## src/rtl/fifo_wr_arbiter_pkg.sv

```systemverilog
// Shared types, defaults and helpers for the FIFO write-port arbiter.
// Optional statistics counters are enabled with the FWA_STATS_EN macro.
package fifo_wr_arb_pkg;

   typedef enum logic {
      IDLE  = 1'b0,
      GRANT = 1'b1
   } arbState_e;

   localparam int DEF_N_REQ     = 4;
   localparam int DEF_WIDTH     = 8;
   localparam int DEF_MAX_BURST = 4;
   localparam int DEF_CNT_W     = 16;
   localparam int ONEHOT_W      = 32;

   // Wide one-hot; callers size-cast it down to their requester count.
   function automatic logic [ONEHOT_W-1:0] onehot(input int idx);
      logic [ONEHOT_W-1:0] v;
      v      = '0;
      v[idx] = 1'b1;
      return v;
   endfunction

endpackage

```

## src/rtl/fifo_wr_arbiter_if.sv

```systemverilog
// Requester-side and FIFO-side signals of the write-port arbiter.
// stat_cnt_o exists only when FWA_STATS_EN is defined.
interface fifo_wr_arbiter_if
   import fifo_wr_arb_pkg::*;
#(
   parameter int N_REQ = DEF_N_REQ,
   parameter int WIDTH = DEF_WIDTH,
   parameter int CNT_W = DEF_CNT_W
);

   logic [N_REQ-1:0]         req_i;
   logic [N_REQ*WIDTH-1:0]   wdata_i;
   logic                     full_i;
   logic [N_REQ-1:0]         gnt_o;
   logic [N_REQ-1:0]         ack_o;
   logic                     wr_en_o;
   logic [WIDTH-1:0]         wdata_o;
   logic                     busy_o;
   logic [$clog2(N_REQ)-1:0] owner_o;
`ifdef FWA_STATS_EN
   logic [N_REQ*CNT_W-1:0]   stat_cnt_o;
`endif

   modport master (
      output req_i, wdata_i, full_i,
      input  gnt_o, ack_o, wr_en_o, wdata_o, busy_o, owner_o
`ifdef FWA_STATS_EN
      , input stat_cnt_o
`endif
   );

   modport slave (
      input  req_i, wdata_i, full_i,
      output gnt_o, ack_o, wr_en_o, wdata_o, busy_o, owner_o
`ifdef FWA_STATS_EN
      , output stat_cnt_o
`endif
   );

endinterface

```

## src/rtl/fifo_wr_arbiter_rr_pick.sv

```systemverilog
// Combinational round-robin finder: first requester after rrPtr_i, wrapping
// modulo N_REQ.
module rr_pick #(
   parameter int N_REQ = 4,
   parameter int IDX_W = 2
) (
   input  logic [N_REQ-1:0] req_i,
   input  logic [IDX_W-1:0] rrPtr_i,
   output logic             valid_o,
   output logic [IDX_W-1:0] sel_o
);

   logic [IDX_W-1:0] cand;

   // Scan farthest-first so the nearest requester after the pointer wins.
   always_comb begin
      valid_o = |req_i;
      sel_o   = '0;
      cand    = '0;
      for (int i = N_REQ; i >= 1; i--) begin
         cand = IDX_W'((int'(rrPtr_i) + i) % N_REQ);
         if (req_i[cand]) begin
            sel_o = cand;
         end
      end
   end

endmodule

```

## src/rtl/fifo_wr_arbiter.sv

```systemverilog
// Round-robin burst arbiter sharing one FIFO write port among N_REQ requesters.
// Define FWA_STATS_EN to add per-requester saturating accepted-beat counters.
module fifo_wr_arbiter
   import fifo_wr_arb_pkg::*;
#(
   parameter int N_REQ     = DEF_N_REQ,
   parameter int WIDTH     = DEF_WIDTH,
   parameter int MAX_BURST = DEF_MAX_BURST,
   parameter int CNT_W     = DEF_CNT_W
) (
   input logic                clk_i,
   input logic                rst_n_i,
   fifo_wr_arbiter_if.slave   bus
);

   localparam int IDX_W  = $clog2(N_REQ);
   localparam int BEAT_W = $clog2(MAX_BURST + 1);
   localparam logic [BEAT_W-1:0] LAST_BEAT = BEAT_W'(MAX_BURST - 1);
   localparam logic [IDX_W-1:0]  LAST_IDX  = IDX_W'(N_REQ - 1);

   arbState_e         state_q, state_d;
   logic [N_REQ-1:0]  gnt_q, gnt_d;
   logic [IDX_W-1:0]  owner_q, owner_d;
   logic [IDX_W-1:0]  rrPtr_q, rrPtr_d;
   logic [BEAT_W-1:0] beatCnt_q, beatCnt_d;

   logic              pickValid;
   logic [IDX_W-1:0]  pickSel;
   logic              ownerReq;
   logic              wrEn;
   logic [N_REQ-1:0]  ackVec;
   logic [WIDTH-1:0]  wdataMux;

   rr_pick #(
      .N_REQ (N_REQ),
      .IDX_W (IDX_W)
   ) u_pick (
      .req_i   (bus.req_i),
      .rrPtr_i (rrPtr_q),
      .valid_o (pickValid),
      .sel_o   (pickSel)
   );

   // gnt_q is zero outside GRANT, so every write-side output is gated by it.
   always_comb begin
      ownerReq = |(gnt_q & bus.req_i);
      wrEn     = ownerReq & ~bus.full_i;
      ackVec   = gnt_q & {N_REQ{wrEn}};
      wdataMux = '0;
      for (int k = 0; k < N_REQ; k++) begin
         if (gnt_q[k]) begin
            wdataMux = wdataMux | bus.wdata_i[k*WIDTH +: WIDTH];
         end
      end
   end

   assign bus.gnt_o   = gnt_q;
   assign bus.ack_o   = ackVec;
   assign bus.wr_en_o = wrEn;
   assign bus.wdata_o = wdataMux;
   assign bus.busy_o  = (state_q == GRANT);
   assign bus.owner_o = owner_q;

   always_comb begin
      state_d   = state_q;
      gnt_d     = gnt_q;
      owner_d   = owner_q;
      rrPtr_d   = rrPtr_q;
      beatCnt_d = beatCnt_q;
      unique case (state_q)
         IDLE: begin
            if (pickValid) begin
               state_d   = GRANT;
               gnt_d     = N_REQ'(onehot(int'(pickSel)));
               owner_d   = pickSel;
               beatCnt_d = '0;
            end
         end
         GRANT: begin
            if (!ownerReq || (wrEn && beatCnt_q == LAST_BEAT)) begin
               state_d   = IDLE;
               gnt_d     = '0;
               rrPtr_d   = owner_q;
               beatCnt_d = '0;
            end else if (wrEn) begin
               beatCnt_d = beatCnt_q + 1'b1;
            end
         end
         default: state_d = IDLE;
      endcase
   end

   always_ff @(posedge clk_i or negedge rst_n_i) begin
      if (!rst_n_i) begin
         state_q   <= IDLE;
         gnt_q     <= '0;
         owner_q   <= LAST_IDX;
         rrPtr_q   <= LAST_IDX;
         beatCnt_q <= '0;
      end else begin
         state_q   <= state_d;
         gnt_q     <= gnt_d;
         owner_q   <= owner_d;
         rrPtr_q   <= rrPtr_d;
         beatCnt_q <= beatCnt_d;
      end
   end

`ifdef FWA_STATS_EN
   logic [N_REQ-1:0][CNT_W-1:0] statCnt_q;

   always_ff @(posedge clk_i or negedge rst_n_i) begin
      if (!rst_n_i) begin
         statCnt_q <= '0;
      end else begin
         for (int k = 0; k < N_REQ; k++) begin
            if (ackVec[k] && (statCnt_q[k] != {CNT_W{1'b1}})) begin
               statCnt_q[k] <= statCnt_q[k] + 1'b1;
            end
         end
      end
   end

   assign bus.stat_cnt_o = statCnt_q;
`endif

endmodule

```

## src/flat_wrapper.sv

```systemverilog
// flat-port wrapper written by rule: the top's interface ports become plain ports
module fifo_wr_arbiter_flat import fifo_wr_arb_pkg::*;
#(
   parameter int N_REQ     = DEF_N_REQ,
   parameter int WIDTH     = DEF_WIDTH,
   parameter int MAX_BURST = DEF_MAX_BURST,
   parameter int CNT_W     = DEF_CNT_W
)
  (clk_i, rst_n_i, bus_req_i, bus_wdata_i, bus_full_i, bus_gnt_o, bus_ack_o, bus_wr_en_o, bus_wdata_o, bus_busy_o, bus_owner_o);
  fifo_wr_arbiter_if #(.N_REQ(N_REQ), .WIDTH(WIDTH), .CNT_W(CNT_W)) bus_i ();
  input logic clk_i;
  input logic rst_n_i;
  input wire logic [$bits(bus_i.req_i)-1:0] bus_req_i;
  input wire logic [$bits(bus_i.wdata_i)-1:0] bus_wdata_i;
  input wire logic [$bits(bus_i.full_i)-1:0] bus_full_i;
  output wire logic [$bits(bus_i.gnt_o)-1:0] bus_gnt_o;
  output wire logic [$bits(bus_i.ack_o)-1:0] bus_ack_o;
  output wire logic [$bits(bus_i.wr_en_o)-1:0] bus_wr_en_o;
  output wire logic [$bits(bus_i.wdata_o)-1:0] bus_wdata_o;
  output wire logic [$bits(bus_i.busy_o)-1:0] bus_busy_o;
  output wire logic [$bits(bus_i.owner_o)-1:0] bus_owner_o;
  assign bus_i.req_i = bus_req_i;
  assign bus_i.wdata_i = bus_wdata_i;
  assign bus_i.full_i = bus_full_i;
  assign bus_gnt_o = bus_i.gnt_o;
  assign bus_ack_o = bus_i.ack_o;
  assign bus_wr_en_o = bus_i.wr_en_o;
  assign bus_wdata_o = bus_i.wdata_o;
  assign bus_busy_o = bus_i.busy_o;
  assign bus_owner_o = bus_i.owner_o;
  fifo_wr_arbiter #(.N_REQ(N_REQ), .WIDTH(WIDTH), .MAX_BURST(MAX_BURST), .CNT_W(CNT_W)) u_core (.clk_i(clk_i), .rst_n_i(rst_n_i), .bus(bus_i));
endmodule
```

## config.mk

```make
export PLATFORM = sky130hd
export DESIGN_NAME = fifo_wr_arbiter_flat
export DESIGN_NICKNAME = d
export VERILOG_FILES = /design/src/rtl/fifo_wr_arbiter_pkg.sv /design/src/rtl/fifo_wr_arbiter_if.sv /design/src/rtl/fifo_wr_arbiter_rr_pick.sv /design/src/rtl/fifo_wr_arbiter.sv /design/src/flat_wrapper.sv
export SDC_FILE = /design/constraint.sdc
export NUM_CORES = 1
export LEC_CHECK = 0
export ABC_AREA = 1
export CAP_MARGIN = 25
export CORE_MARGIN = 2
export CORE_UTILIZATION = 41
export CTS_CLUSTER_SIZE = 25
export DETAILED_ROUTE_END_ITERATION = 16
export PLACE_DENSITY = 0.95
export SYNTH_ARGS = -nofsm -noshare
export SYNTH_HDL_FRONTEND = slang
export SYNTH_SLANG_ARGS = --single-unit
export TNS_END_PERCENT = 1
```

## constraint.sdc

```tcl
create_clock -name clk_i -period 2.18 [get_ports clk_i]
set_input_delay 0.654 -clock clk_i [delete_from_list [all_inputs] [get_ports clk_i]]
set_output_delay 0.654 -clock clk_i [all_outputs]
set_load 0.02 [all_outputs]
```

[Word-level counts from Yosys, hierarchy flattened]
Index checks and enable logic that the tools add are counted.
Storage, ports and cells
  bits of input ports: 39
  register bits after elaboration: 12
  word-level logic and storage cells: 66
  output and inout port bits: 20
Operators by class
  equal/unequal tests: 4
  reductions and logical operators: 10
  mux-type cells: 28
  magnitude comparators: 6
  bitwise operators: 8
  add/sub/neg operators: 5
Operators with widths (count)
  8-bit 2-to-1 mux: 4
  8-bit bitwise OR: 3
  2-bit by 3-bit less-than comparator with 1-bit output (second input constant): 4
  3-bit 2-to-1 mux: 3
  4-bit AND: 2
  1-bit binary-select mux with 2-bit select: 4
  2-bit 2-to-1 mux: 4
  4-bit 2-to-1 mux: 2
  4-bit one-hot mux with 2 select lines: 1
  2-bit AND reduction: 4
  4-bit OR reduction: 2
  1-bit 2-to-1 mux: 7
  2-bit by 6-bit less-than comparator with 1-bit output (second input constant): 1
  3-bit one-hot mux with 2 select lines: 1
  2-bit by 1-bit adder with 2-bit output (second input constant): 2
  2-bit adder (second input constant): 2
  3-bit by 1-bit adder with 3-bit output (second input constant): 1
  3-bit by 2-bit == test with 1-bit output (second input constant): 1
  3-bit inequality test (second input constant): 1
  1-bit demux with 2-bit select: 1
  2-bit by 1-bit greater-or-equal comparator with 1-bit output (second input constant): 1
  1-bit logical AND: 2
  2-bit by 1-bit inequality test with 1-bit output (second input constant): 1
  2-bit inequality test (second input constant): 1
  other kinds (5): 6

[Depth between registers and ports, before layout]
Gate-level depths: netlist of run 1.
  depth in word-level cells: 13
  depth in mapped cells: 12
  mapped depth without buffers: 11

[Cells and area by module]
From an unflattened synthesis of run 1, not the netlist that was laid out.
Unflattened totals
  cells, all modules: 180
  area, all modules: 1098.6 um^2
By module, submodules not included
  fifo_wr_arbiter: area each 832.0 um^2, cells each 129, times used 1, seq. area each 305.3 um^2
  rr_pick: area each 266.5 um^2, cells each 51, times used 1, seq. area each 0.0 um^2

[Worst setup path after synthesis of run 1]
OpenSTA, ideal clock, no wires.
  path kind: in2out
  start: input port bus_req_i[2]
  end: output port bus_ack_o[0]
  setup slack: -0.076 ns
  required time: 1.526 ns
  stages on the path: 6
  arrival time: 1.602 ns
  cells stage by stage: inv_1 > o21ai_4 > inv_2 > a21oi_4 > inv_2 > nor2_1
Between the ends
  longest elaborated chain between the ends: 4
RTL lines
  from (decl): RTL line flat_wrapper.sv:13  | input wire logic [$bits(bus_i.req_i)-1:0] bus_req_i;
  4-bit AND: RTL line fifo_wr_arbiter.sv:46  | ownerReq = |(gnt_q & bus.req_i);
  4-bit OR reduction: RTL line fifo_wr_arbiter.sv:46
  1-bit AND: RTL line fifo_wr_arbiter.sv:47  | wrEn = ownerReq & ~bus.full_i;
  net bus_wr_en_o: RTL line flat_wrapper.sv:18  | output wire logic [$bits(bus_i.wr_en_o)-1:0] bus_wr_en_o;
  4-bit AND: RTL line fifo_wr_arbiter.sv:48  | ackVec = gnt_q & {N_REQ{wrEn}};
  to (decl): RTL line flat_wrapper.sv:17  | output wire logic [$bits(bus_i.ack_o)-1:0] bus_ack_o;
The timed path passes the listed nets, and every way through them passes these cells.

[Worst setup path after layout of run 1]
  start: input port bus_req_i[2]
  end: output port bus_ack_o[2]
Between the ends
  longest elaborated chain between the ends: 4
RTL lines (RTL line)
  4-bit AND: fifo_wr_arbiter.sv:46
  4-bit OR reduction: fifo_wr_arbiter.sv:46
  1-bit AND: fifo_wr_arbiter.sv:47
  4-bit AND: fifo_wr_arbiter.sv:48
No other way between the ends.

==> results.yml, run 1 <==
finish:
  drive_gt1_share_pct: 29.8
  antenna_cells: 0
  fin_cells: 265
  final_nets: 277
  stdcell_area_um2: 1710
  area_growth_pct: 60.6
clocking:
  cts_buffers: 3
  clk_pin_slew_ns: 0.07
  cts_sinks: 12
  clk_latency_ns: 0.28
  cts_tree: "yes"
  clock-root-buffer: "clkbuf_4"
  htreeDepth: 1
  cts_hold_buf: 0
  cts_buffer_depth: 2
logic_synthesis:
  synthFlopType: "dfrtp_1"
  netlist_top_cells_area: "nand2_1 (27%), dfrtp_1 (19%), dfstp_2 (9.9%)"
  ys.warnings.count: 0
  yosysTopAreaCellShare_pct: 26.8
  synth_area_um2: 1070
  synth_top_area_cell: "nand2_1"
  synthTopCellsByCount: "nand2_1 (76), inv_1 (14), nand4_1 (10), dfrtp_1 (8), nor2_1 (8)"
  synth-seq-cells: 12
  netlist_instances: 166
  async_flop_share_pct: 100
  synth_cell_type_count: 25
  synth_most_common_cell: "nand2_1"
  synth_nets: 207
  avgSynthCellArea_um2: 6.42
  ys_seq_area_share_pct: 28.6
  synth_edf_count: 0
timing:
  tightest_slew_ns: 0.512
  fin_skew_ns: 0.00114
  post-route-period-util_pct: 98.2
  drv_slew: 0
  layout_min_cycle_time_ns: 2.14
  rsz0062_at_grt: "false"
  finalSetupViolations: 0
  setup_tns_ns: 0
  hold_viol_final: 0
  whs_ns: 0.484
  fmax_mhz: 467
  slew_headroom_pct: 65.7
setup_path:
  required_ns: 1.53
  cp_max_fo: 4
  crit_type: "input port to output pin"
  cp-start-kind: "input port"
  crit_path_end_kind: "output pin"
  crit_arrival_ns: 1.49
  r2r_cells: 11
routing:
  firstDrtPassIters: 4
  wl_per_cell_um: 12.1
  vias: 1242
  wirelength_um: 3220
  drc: 0
  drt_iter0_markers: 31
  ant_nets: 0
  via_per_inst: 4.69
grt:
  antenna_found_initial: 0
  track_usage_pct: 21.3
  grt_pass1_wl_um: 4630
  gr-total-overflow: 0
  grt_pass1_vias: 1092
  grt_max_degree: 13
run:
  maxCapViolations: 0
placed_design:
  place.gp.congestion: 0.781
  dpl-instance-area_um2: 1730
  dpl.cell_count: 260
  place.port_buffers: 58
  hpwlAfterDp_um: 2620
floorplan:
  initial_core_util_pct: 43.0
  die-area_um2: 3020
  fp-row-count: 18
  fp.dieH_um: 55.0
  core_area_um2: 2480
  io_pins: 59
  die_w_um: 55.0
worst_hold_path:
  hold_depth: 2
  min_path_type: "register to register"
power_and_ir_drop:
  p_per_area_nw_per_um2: 1120
  irDropWorstVdd_mv: 0.744
  p_leak_nw: 0.873
status:
  status: "complete, no violations"
==> power breakdown <==
group	total, W	switching, W	internal, W
logic	0.00132	0.000802	0.000520
registers	0.000411	0.0000842	0.000327
clock network	0.000177	0.0000752	0.000102
==> state kept, by name (all words and copies together), names as in the netlist <==
name	flops
u_core.bus.gnt_o	4
u_core.beatCnt_q	3
u_core.bus.busy_o	1
u_core.rrPtr_q	2
u_core.bus.owner_o	2
==> worst max-delay path: stages <==
cell and delay, ns:
buf_2 0.10, inv_2 0.05, o21ai_4 0.13, inv_2 0.06, a21oi_4 0.17, inv_2 0.08, nor2_1 0.10, buf_4 0.14
==> logic make-up (layout without fill, tap and decap cells) <==
logic type / Yosys count / count (layout) / share of synthesized area [%]
AOI/OAI and AO/OA: 13 / 13 / 10.2
adders and majority gates: 2 / 2 / 2.35
buffers and inverters: 28 / 97 / 12.7
DFF: 12 / 12 / 28.6
and+or+nand+nor: 111 / 111 / 46.1
==> through the flow <==
step           total power (W)  util [%]  worst slack [ns]
2_1_floorplan          0.00130         -           -0.0757
3_3_place_gp           0.00176      69.6            -0.806
3_5_place_dp           0.00180      69.6            -0.845
4_1_cts                0.00192      69.3           0.00728
5_1_grt                0.00208      69.1           0.00184
6_report               0.00191      69.1            0.0388
==> layout by cell type (no fill, tap or decap), types with 2 or more instances in the layout <==
cell | Yosys | layout
clkbuf_4 | 0 | 3
dfstp_2 | 4 | 4
buf_2 | 0 | 11
clkdlybuf4s50_1 | 0 | 38
inv_1 | 14 | 12
nand2_2 | 6 | 7
dfrtp_1 | 8 | 8
o21ai_2 | 5 | 5
inv_2 | 7 | 9
o21ai_0 | 3 | 3
nand3_1 | 6 | 6
dlymetal6s2s_1 | 0 | 2
buf_4 | 0 | 15
nor2_2 | 2 | 5
clkbuf_2 | 0 | 2
nor2_1 | 8 | 5
nand4_1 | 10 | 10
ha_1 | 2 | 2
nand2_1 | 76 | 75
==> cell type report <==
class / count / area [µm²]
clock buffer: 4 / 36.3
fill: 203 / 766
inverter: 23 / 93.8
multi-input combinational: 126 / 636
sequential: 12 / 305
tap: 30 / 37.5
timing repair buffer: 70 / 603
==> per-layer routing <==
metal | share of wire (%) | GRT usage (%)
met5 | 0 | 0
met4 | 1.8 | 8.54
met3 | 5.0 | 1.61
met2 | 53 | 37.5
met1 | 41 | 26.9
==> worst paths after layout <==
kind / from / end / slack, ns
worst max register to register: u_core.rrPtr_q[0] / u_core.bus.gnt_o[1] / 0.60
worst max-delay path: bus_req_i[2] / bus_ack_o[2] / 0.04
worst min register to register: u_core.beatCnt_q[2] / u_core.beatCnt_q[2] / 0.48
min in group asynchronous: rst_n_i / u_core.beatCnt_q[2] / 0.71
max in group asynchronous: rst_n_i / u_core.rrPtr_q[1] / 1.11
worst min-delay path: u_core.beatCnt_q[2] / u_core.beatCnt_q[2] / 0.48
==> repair_timing <==
action                                  CTS  global route
resized for setup                        70            10
pin swaps                                 4             3
buffers inserted                          1             0
endpoints found under the setup margin   13             9
Note: power is estimated with default switching activity, not from simulation.
==> run 2: changes to the inputs <==
==> constraint.sdc (replaced) <==
create_clock -name clk_i -period 2.18 [get_ports clk_i]
set_input_delay 0.545 -clock clk_i [delete_from_list [all_inputs] [get_ports clk_i]]
set_output_delay 0.545 -clock clk_i [all_outputs]
set_load 0.02 [all_outputs]
==> results.yml, run 2 (synthesized netlist as in run 1, its figures left out) <==
status:
  status: "complete, no violations"
grt:
  track_usage_pct: 20.4
  grt_pass1_vias: 1103
  gr-total-overflow: 0
  antenna_found_initial: 0
  grt_pass1_wl_um: 4460
  grt_max_degree: 13
setup_path:
  cp-start-kind: "input port"
  reg2reg_to: "u_core.bus.gnt_o[2]"
  crit_type: "input port to output pin"
  crit_arrival_ns: 1.52
  cp_max_fo: 1
  r2r_cells: 10
  rrSetupSlack_ns: 0.62
  startpoint: "bus_wdata_i[16]"
  crit_path_end_kind: "output pin"
  required_ns: 1.63
  r2r-start: "u_core.rrPtr_q[0]"
  timing.critical_path.to: "bus_wdata_o[0]"
worst_hold_path:
  min_from: "u_core.beatCnt_q[2]"
  min_path_type: "register to register"
clocking:
  clk_pin_slew_ns: 0.07
  cts_setup_buffers: 0
  cts_buffer_depth: 2
  cts_sinks: 12
  cts_tree: "yes"
  clk_latency_ns: 0.27
  clock-root-buffer: "clkbuf_4"
  cts_buffers: 3
  htreeDepth: 1
routing:
  drt_iter0_markers: 17
  firstDrtPassIters: 4
  ant_nets: 0
  drc: 0
  wirelength_um: 3200
  via_per_inst: 4.71
  wl_per_cell_um: 12.1
  vias: 1244
power_and_ir_drop:
  p_leak_nw: 0.849
  irDropWorstVdd_mv: 0.778
  switching_share_pct: 50.4
  p_per_area_nw_per_um2: 1090
  power.switching_w: 0.000946
  p_comb_share_pct: 70.5
  internal-power_w: 0.000930
  p_seq_share_pct: 22.0
  pwr-share-clk_pct: 7.5
timing:
  fin_skew_ns: 0.00442
  hold_viol_final: 0
  post-route-period-util_pct: 94.8
  rsz0062_at_grt: "false"
  slew_headroom_pct: 65.6
  fin_ws_ns: 0.113
  finalSetupViolations: 0
  drv_slew: 0
  whs_ns: 0.490
  layout_min_cycle_time_ns: 2.07
  fmax_mhz: 484
  tightest_slew_ns: 0.515
floorplan:
  fp.dieH_um: 55.0
  die_w_um: 55.0
  die-area_um2: 3020
  initial_core_util_pct: 43.0
  core_area_um2: 2480
  fp-row-count: 18
  io_pins: 59
finish:
  largest_reg_flops: 4
  final_common_cell: "nand2_1"
  antenna_cells: 0
  drive_gt1_share_pct: 22.6
  stdcell_area_um2: 1720
  mostFrequentLayoutCells: "nand2_1 (75), clkdlybuf4s50_1 (41), buf_4 (14), inv_1 (12), dlygate4sd2_1 (12)"
  area_growth_pct: 61.5
  final_nets: 276
run:
  maxCapViolations: 0
placed_design:
  post-place-ws_ns: -0.622
  hpwlAfterDp_um: 2630
  dpl-instance-area_um2: 1730
  place.gp.congestion: 0.781
  place.port_buffers: 58
==> run 2: cell type report <==
type / count / area [µm²]
Clock buffer: 4 / 26.3
Fill cell: 210 / 756
Inverter: 23 / 93.8
Multi-Input combinational cell: 126 / 628
Sequential cell: 12 / 305
Tap cell: 30 / 37.5
Timing Repair Buffer: 69 / 631
==> run 2: worst min path at each step <==
stage                                        to  depth (start not counted)
after floorplan             u_core.beatCnt_q[0]                          0
final                       u_core.beatCnt_q[2]                          2
after detailed placement    u_core.beatCnt_q[2]                          2
after global placement      u_core.beatCnt_q[1]                          2
after CTS                   u_core.beatCnt_q[2]                          2
after global routing      u_core.bus.owner_o[0]                          2
==> run 2: layer usage <==
metal / vias to the layer above / share of wire, % / GRT usage, %
met4: 0 / 1.9 / 7.32
met1: 553 / 42 / 24.7
li1: 653 / - / -
met3: 8 / 3.1 / 2.42
met5: - / 0 / 0
met2: 30 / 53 / 36.7
==> run 2: metrics by stage <==
step	power, W	util [%]	cells	TNS (ns)
floorplan	0.00130	-	166	0
global placement	0.00176	69.6	260	-3.74
detailed placement	0.00179	69.6	260	-4.03
CTS	0.00188	69.5	264	0
global route	0.00204	69.5	264	0
finish	0.00188	69.5	264	0
==> run 2: what timing repair did <==
item / in CTS / in global routing
hold buffers: 0 / 0
endpoints found under the hold margin: 0 / 0
resized for setup: 38 / 0
endpoints found under the setup margin: 13 / 0
==> run 2: power by group through the flow <==
stage | clock (W) | combinational (W) | sequential (W)
4_1_cts | 0.000142 | 0.00133 | 0.000411
5_1_grt | 0.000159 | 0.00146 | 0.000423
3_3_place_gp | 0 | 0.00135 | 0.000412
6_report | 0.000141 | 0.00132 | 0.000413
2_1_floorplan | 0 | 0.000861 | 0.000443
3_5_place_dp | 0 | 0.00138 | 0.000415
==> run 2: critical path, cell delays in order <==
cell,delay (ns)
clkdlybuf4s50_1,0.46
nand2_1,0.06
nand4_1,0.11
dlygate4sd2_1,0.35
==> run 3: changes to the inputs <==
- CAP_MARGIN: 25 -> 20
==> results of run 3 <==
No change in the layout: final DEF, timing and power equal those of run 2.
